$ cat config.mk
export PLATFORM = sky130hd
export DESIGN_NAME = instr_stim_gen
export DESIGN_NICKNAME = d
export VERILOG_FILES = /design/src/rtl/instr_stim_gen_pkg.sv /design/src/rtl/instr_stim_gen_lfsr32.sv /design/src/rtl/instr_stim_gen.sv
export SDC_FILE = /design/constraint.sdc
export NUM_CORES = 1
export LEC_CHECK = 0
export ABC_AREA = 1
export BUFFER_PORTS_ARGS = -buffer_cell sky130_fd_sc_hd__buf_4
export CELL_PAD_IN_SITES_DETAIL_PLACEMENT = 0
export CELL_PAD_IN_SITES_GLOBAL_PLACEMENT = 2
export CORE_MARGIN = 2
export CORE_UTILIZATION = 32
export DETAILED_ROUTE_END_ITERATION = 10
export PLACE_DENSITY = 0.81
export SKIP_LAST_GASP = 1
export SYNTH_ARGS = -nofsm -noshare
export SYNTH_HDL_FRONTEND = slang
export SYNTH_SLANG_ARGS = --single-unit
$ cat constraint.sdc
create_clock -name clk -period 1.89 [get_ports clk]
set_input_delay 0.0945 -clock clk [delete_from_list [all_inputs] [get_ports clk]]
set_output_delay 0.0945 -clock clk [all_outputs]
set_load 0.05 [all_outputs]
$ cat src/rtl/instr_stim_gen_pkg.sv
// instr_stim_gen_pkg
//   Shared types and helpers for the pseudo-random instruction stream
//   generator: RV32 opcode and FSM state enums, the LFSR feedback mask,
//   opcode selection with enable-mask fallback, and per-format encoders.
package instr_stim_gen_pkg;

  typedef enum logic [6:0] {
    OPCODE_I_TYPE = 7'b0010011,
    OPCODE_R_TYPE = 7'b0110011,
    OPCODE_B_TYPE = 7'b1100011,
    OPCODE_J_TYPE = 7'b1101111
  } opcode_e;

  typedef enum logic [1:0] {
    ST_IDLE = 2'd0,
    ST_RUN  = 2'd1,
    ST_DONE = 2'd2
  } state_e;

  // Index into the opcode enable mask and the counter array.
  typedef enum logic [1:0] {
    SEL_ADDI = 2'd0,
    SEL_ADD  = 2'd1,
    SEL_BEQ  = 2'd2,
    SEL_JAL  = 2'd3
  } sel_e;

  // x^32 + x^22 + x^2 + x + 1, Galois right-shift form.
  localparam logic [31:0] LFSR_MASK = 32'h8020_0003;

  // Raw selector from the LFSR; a disabled opcode falls through to the next
  // enabled one in increasing order, wrapping 3 -> 0. The mask is nonzero,
  // so the loop always finds something.
  function automatic logic [1:0] pick_sel(input logic [1:0] sel,
                                          input logic [3:0] mask);
    logic [1:0] s;
    logic       found;
    pick_sel = sel;
    found    = 1'b0;
    for (int k = 0; k < 4; k++) begin
      s = sel + 2'(k);
      if (!found && mask[s]) begin
        pick_sel = s;
        found    = 1'b1;
      end
    end
  endfunction

  function automatic logic [31:0] enc_i(input logic [11:0] imm,
                                        input logic [4:0]  rs1,
                                        input logic [4:0]  rd);
    enc_i = {imm, rs1, 3'b000, rd, OPCODE_I_TYPE};
  endfunction

  function automatic logic [31:0] enc_r(input logic [4:0] rs2,
                                        input logic [4:0] rs1,
                                        input logic [4:0] rd);
    enc_r = {7'b0000000, rs2, rs1, 3'b000, rd, OPCODE_R_TYPE};
  endfunction

  // off holds byte offset bits [12:1]; bit 0 is always zero.
  function automatic logic [31:0] enc_b(input logic [12:1] off,
                                        input logic [4:0]  rs2,
                                        input logic [4:0]  rs1);
    enc_b = {off[12], off[10:5], rs2, rs1, 3'b000, off[4:1], off[11],
             OPCODE_B_TYPE};
  endfunction

  // off holds byte offset bits [20:1]; bit 0 is always zero.
  function automatic logic [31:0] enc_j(input logic [20:1] off,
                                        input logic [4:0]  rd);
    enc_j = {off[20], off[10:1], off[11], off[19:12], rd, OPCODE_J_TYPE};
  endfunction

endpackage

$ cat src/rtl/instr_stim_gen_lfsr32.sv
// lfsr32
//   32-bit Galois right-shift LFSR with synchronous load of a seed.
//   A zero seed would lock the register, so it is replaced by 1.
// Ports:
//   clk, arst_n : clock, asynchronous active-low reset (state -> seed)
//   load        : reload seed (wins over step)
//   step        : advance one state
//   q           : current state
module lfsr32
  import instr_stim_gen_pkg::*;
#(
  parameter logic [31:0] SEED = 32'h0000_0001
) (
  input  logic        clk,
  input  logic        arst_n,
  input  logic        load,
  input  logic        step,
  output logic [31:0] q
);

  localparam logic [31:0] SEED_EFF = (SEED == 32'd0) ? 32'd1 : SEED;

  logic [31:0] nxt;
  assign nxt = (q >> 1) ^ (q[0] ? LFSR_MASK : 32'd0);

  always_ff @(posedge clk or negedge arst_n) begin
    if (!arst_n)   q <= SEED_EFF;
    else if (load) q <= SEED_EFF;
    else if (step) q <= nxt;
  end

endmodule

$ cat src/rtl/instr_stim_gen.sv
// instr_stim_gen
//   Pseudo-random RV32 ADDI/ADD/BEQ/JAL stream for core self-test. Fields
//   and opcode choice come straight from the registered LFSR, so the
//   presented instruction is stable while the consumer stalls. One
//   instruction per accepted handshake, NUM_INSTR per run, with saturating
//   per-opcode issue counters for comparison against retire statistics.
// Ports:
//   clk, arst_n        : clock, asynchronous active-low reset
//   start              : begin a run from IDLE or DONE
//   abort              : drop back to IDLE (beats start; a same-cycle
//                        accept is still counted)
//   safe_br            : branch/jump offsets limited to 4..16, latched at start
//   instr_valid/ready  : handshake; instruction is 0 when not valid
//   busy, done         : state == RUN, state == DONE
//   cnt_addi..cnt_jal  : instructions issued per opcode
module instr_stim_gen
  import instr_stim_gen_pkg::*;
#(
  parameter int          DATA_WIDTH = 32,
  parameter int          DIR_WIDTH  = 5,
  parameter int          NUM_INSTR  = 100,
  parameter int          CNT_WIDTH  = 16,
  parameter logic [31:0] LFSR_SEED  = 32'h0000_0001,
  parameter logic [3:0]  EN_MASK    = 4'b1111
) (
  input  logic                  clk,
  input  logic                  arst_n,
  input  logic                  start,
  input  logic                  abort,
  input  logic                  safe_br,
  output logic                  instr_valid,
  input  logic                  instr_ready,
  output logic [DATA_WIDTH-1:0] instruction,
  output logic                  busy,
  output logic                  done,
  output logic [CNT_WIDTH-1:0]  cnt_addi,
  output logic [CNT_WIDTH-1:0]  cnt_add,
  output logic [CNT_WIDTH-1:0]  cnt_beq,
  output logic [CNT_WIDTH-1:0]  cnt_jal
);

  localparam int IW = (NUM_INSTR < 2) ? 1 : $clog2(NUM_INSTR);
  localparam logic [IW-1:0] LAST = IW'(NUM_INSTR - 1);

  state_e                         state_q, state_d;
  logic                           load, accept, safe_q;
  logic [31:0]                    lfsr;
  logic [IW-1:0]                  issued_q;
  logic [3:0][CNT_WIDTH-1:0]      cnt_q;
  logic [1:0]                     sel;

  // ---------------------------------------------------------------- LFSR
  lfsr32 #(.SEED(LFSR_SEED)) u_lfsr (
    .clk    (clk),
    .arst_n (arst_n),
    .load   (load),
    .step   (accept),
    .q      (lfsr)
  );

  // ----------------------------------------------------------------- FSM
  assign accept = (state_q == ST_RUN) && instr_ready;

  always_ff @(posedge clk or negedge arst_n) begin
    if (!arst_n) state_q <= ST_IDLE;
    else         state_q <= state_d;
  end

  always_comb begin
    state_d = state_q;
    load    = 1'b0;
    case (state_q)
      ST_IDLE: begin
        if (start && !abort) begin
          state_d = ST_RUN;
          load    = 1'b1;
        end
      end
      ST_RUN: begin
        if (abort)                           state_d = ST_IDLE;
        else if (accept && issued_q == LAST) state_d = ST_DONE;
      end
      ST_DONE: begin
        if (abort) state_d = ST_IDLE;
        else if (start) begin
          state_d = ST_RUN;
          load    = 1'b1;
        end
      end
      default: state_d = ST_IDLE;
    endcase
  end

  // ------------------------------------------------ run bookkeeping
  always_ff @(posedge clk or negedge arst_n) begin
    if (!arst_n) begin
      issued_q <= '0;
      safe_q   <= 1'b0;
    end else if (load) begin
      issued_q <= '0;
      safe_q   <= safe_br;
    end else if (accept && issued_q != LAST) begin
      issued_q <= issued_q + 1'b1;
    end
  end

  // One saturating counter per opcode, indexed by the selector.
  for (genvar g = 0; g < 4; g++) begin : g_cnt
    always_ff @(posedge clk or negedge arst_n) begin
      if (!arst_n)                  cnt_q[g] <= '0;
      else if (load)                cnt_q[g] <= '0;
      else if (accept && sel == 2'(g) && cnt_q[g] != '1)
                                    cnt_q[g] <= cnt_q[g] + 1'b1;
    end
  end

  assign cnt_addi = cnt_q[SEL_ADDI];
  assign cnt_add  = cnt_q[SEL_ADD];
  assign cnt_beq  = cnt_q[SEL_BEQ];
  assign cnt_jal  = cnt_q[SEL_JAL];

  // -------------------------------------------------------------- encoder
  logic [DIR_WIDTH-1:0] rd, rs1, rs2;
  logic [11:0]          imm12;
  logic [2:0]           safe_off;   // offset / 4, i.e. 1..4
  logic [12:1]          b_off;
  logic [20:1]          j_off;
  logic [31:0]          enc;

  assign sel      = pick_sel(lfsr[1:0], EN_MASK);
  assign rd       = lfsr[6:2];
  assign rs1      = lfsr[11:7];
  assign rs2      = lfsr[16:12];
  assign imm12    = lfsr[28:17];
  assign safe_off = {1'b0, lfsr[3:2]} + 3'd1;
  assign b_off    = safe_q ? {8'd0,  safe_off, 1'b0} : lfsr[29:18];
  assign j_off    = safe_q ? {16'd0, safe_off, 1'b0} : lfsr[31:12];

  always_comb begin
    enc = '0;
    case (sel)
      SEL_ADDI: enc = enc_i(imm12, rs1, rd);
      SEL_ADD:  enc = enc_r(rs2, rs1, rd);
      SEL_BEQ:  enc = enc_b(b_off, rs2, rs1);
      default:  enc = enc_j(j_off, rd);
    endcase
  end

  assign busy        = (state_q == ST_RUN);
  assign done        = (state_q == ST_DONE);
  assign instr_valid = busy;
  assign instruction = busy ? DATA_WIDTH'(enc) : '0;

endmodule

==> summary.txt <==
Run status
  • Status: complete, but fails checks
  • Failing checks: negative setup slack

Route
  • Avg Vias per Cell: 4.74
  • Iter 0 DRT Violations: 342
  • DR vias: 6271
  • Routed WL per cell: 14.5 µm
  • Drt total wl: 19200 µm
  • DRC Markers: 0
  • Pre-antenna DRT Iters: 5
  • Final ANT Viol Nets: 0

Critical path
  • CP Data Arrival Time: about 1.9 ns
  • Worst Reg-to-Reg Cells: 9
  • Reg2reg start: state_q[0]$_DFFE_PN0P_
  • Critical Path Source Type: flip-flop
  • WS Path Type: reg -> out
  • Worst setup endpoint: instruction[17]
  • R2r setup slk: 0.20 ns
  • CP endpoint kind: primary output
  • Worst setup path startpoint: u_lfsr.q[0]$_DFFE_PN1P_
  • CP Max Fanout: 5
  • Crit path required time: 1.80 ns
  • FF-to-FF End: u_lfsr.q[0]$_DFFE_PN1P_

GRT
  • Largest net degree at the start of global routing: 39
  • GRT Util Overall: between 10% and 20%
  • Initial antenna violation count: 0
  • Total grt overflow: 0
  • First-pass GRT wire length: 32200 µm
  • Number of global-route vias before repair: 6343

Cells and area
  • Most frequent cells in the layout: nand2_1 (245), buf_4 (141), nand3_1 (127)
  • Multi-input logic area: around 3700 µm²
  • FF/Latch Area: 2650 µm²
  • Syn-to-layout area delta: 38.9%
  • Most common cell after layout, fill and taps aside: nand2_1
  • Finished Layout Cells: around 1300
  • Ant. Diodes: 0
  • Share of layout cells above drive strength 1: 27.9%
  • Nets: 1067
  • Fill count: ~2100

Clock tree
  • Clock-pin slew on the worst setup and hold paths: 0.07 ns
  • CTS Buf Count: 9
  • CTS tree: yes
  • Skew-Pair Late Insertion Delay: 0.36 ns
  • Sink Count: 106
  • Clock root buffer: clkbuf_16
  • CTS H-tree depth: 3
  • Max clock buf depth: 2

Die
  • Die area: 21400 µm²
  • Core region area: between 20000 and 25000 µm²
  • Initial Utilization: 32.3%
  • Row count: 52
  • Vert. Die Dim: roughly 150 µm
  • Num ports: 105
  • Chip width: 146 µm

Logic synthesis
  • Mux share of post-synthesis cell area: 0%
  • Leading area contributor after synthesis: dfrtp_1
  • Net Count, Synth: a little over 900
  • Post-synth ARST share: 100%
  • EDFF count, synth: 0
  • Post-Syn Instances: ~900
  • Post-Synth Simple-Gate Area: between 30% and 40%
  • Sequential fraction of the synthesis area: 41.0%
  • Distinct cells, synth: 36
  • Ys Warns: 0
  • Compound-Gate Fraction of Synth Area: 10.2%
  • Share of the synthesized area in the top cell type: 40.6%
  • Syn avg cell area: 7.29 µm²
  • Yosys reg bits: 106
  • Share of synthesized cell area in full adder, half adder and majority cells: under 10%
  • Largest family of logic cells by synthesized area: simple AND/OR/NAND/NOR gates
  • Post-Synth XOR/XNOR Area: 3.25%
  • Commonest register cell after synthesis: dfrtp_1
  • Cell area after synthesis: 6470 µm²
  • Synth area leaders: dfrtp_1 (41%), nand2_1 (14%), nand3_1 (10%), inv_1 (5.3%), nor2_1 (5.2%)

Timing
  • Worst setup margin: -0.138 ns
  • Final min period: 2.03 ns
  • Fin. max-slew vios: 0
  • Hold Vio Cnt, Final: 0
  • RSZ-0062 raised after global routing: yes
  • Setup Skew: 0.00730 ns
  • Maximum clock frequency: 493 MHz
  • Tcrit/Tclk final: 107%
  • Normalized max-slew margin: 59.5%
  • Final setup fails: 24
  • Slew @ Worst Pin: 0.607 ns

Hold path
  • Worst Hold Class: in -> reg
  • Hold Path Cell Cnt: 4

Place
  • GP Congestion: 0.796
  • DP HPWL: 13500 µm
  • Pre-CTS setup slack: -0.0622 ns
  • Number of buffers added on ports: approximately 100
  • Placed cell count: 1292

Flow run
  • Total of max-cap violations: 0

Power
  • Power Dens Cells: 803 nW/µm²
  • VDD IR max: between 0.3 and 0.4 mV
  • Leakage: 4.24 nW
  • Total power: 7.22 mW
==> synthesized netlist by cell type, types with 3 or more instances <==
cell      number
o21bai_1       7
buf_6          6
nand4_1       10
or2_2          9
nand3_2        3
nor2_1        90
o211ai_1       3
inv_2          5
nor2_4         4
o31ai_1        3
a21oi_1       21
buf_2         10
xor2_1        11
clkbuf_1       6
a31oi_1        5
xnor2_1       13
o21ai_0       28
buf_4          6
inv_1         92
nand3_1      135
dfrtp_1      105
buf_1          4
nand2_1      249
o22ai_1       32
ha_1          13
==> metrics by stage <==
step	TNS [ns]	instance area, µm²	hold slack, ns	utilization (%)
CTS	-2.30	8840	0.0179	44.1
global route	-4.03	8980	0.0443	44.8
floorplan	-0.471	6680	-0.201	-
detailed placement	-0.340	8140	0.114	40.6
global placement	-0.0131	8140	0.121	40.6
finish	-1.99	8980	0.0212	44.8
==> report_power, final <==
part / internal (mW) / switching (mW) / total (mW)
registers: 2.41 / 0.113 / 2.52
logic: 0.948 / 1.67 / 2.62
clock network: 1.17 / 0.900 / 2.07
==> state kept, by name, summed over array words and instances, names as in the netlist <==
register / flops
cnt_jal: 16
cnt_beq: 16
cnt_add: 16
issued_q: 7
u_lfsr.q: 32
state_q: 2
cnt_addi: 16
safe_q: 1
==> per-layer routing <==
| layer | part of all wire (%) | wire length [µm] | vias to the layer above | global-route usage, % |
|---|---|---|---|---|
| li1 | - | - | 3225 | - |
| met1 | 48 | 9210 | 2928 | 24.8 |
| met2 | 48 | 9190 | 102 | 30.9 |
| met3 | 2.8 | 543 | 16 | 2.16 |
| met4 | 1.5 | 281 | 0 | 5.58 |
| met5 | 0 | 0 | - | 0 |
==> how the worst min path moves through the flow <==
stage	startpoint	end
after floorplan	arst_n	cnt_add[0]$_DFFE_PN0P_
after global placement	arst_n	u_lfsr.q[24]$_DFFE_PN0P_
after detailed placement	arst_n	u_lfsr.q[24]$_DFFE_PN0P_
after CTS	abort	state_q[1]$_DFFE_PN0P_
after global routing	abort	state_q[1]$_DFFE_PN0P_
final	abort	state_q[1]$_DFFE_PN0P_
==> final cells by class <==
cell class	instances	share of cell area, %
timing repair buffer	182	17.7
sequential	106	29.5
tap	270	3.76
clock buffer	13	3.12
clock inverter	3	0.501
inverter	97	4.16
multi-input combinational	652	41.2
==> logic make-up after synthesis <==
| kind of cell | after synthesis |
|---|---|
| XOR/XNOR | 24 |
| AND/OR/NAND/NOR | 508 |
| AO/OA/AOI/OAI | 107 |
| buffers and inverters | 129 |
| adder cells (fa/ha/maj) | 13 |
| flip-flops | 106 |
==> worst max-delay path: stages, from the launching register on <==
cell and delay (ns):
dfstp_2 0.57, inv_2 0.06, ha_4 0.17, nor2_4 0.11, inv_2 0.06, or2_4 0.30
nand3_4 0.09, o21ai_4 0.05, buf_6 0.15
==> timing repair <==
item                                    4_1_cts  5_1_grt
setup buffers                                10        3
endpoints found under the setup margin       47       48
resized for setup                            70       20
pin swaps                                    13       11
hold buffers                                  2        0
hold endpoints to repair                     36        0
Note: power is estimated with default switching activity, not from simulation.
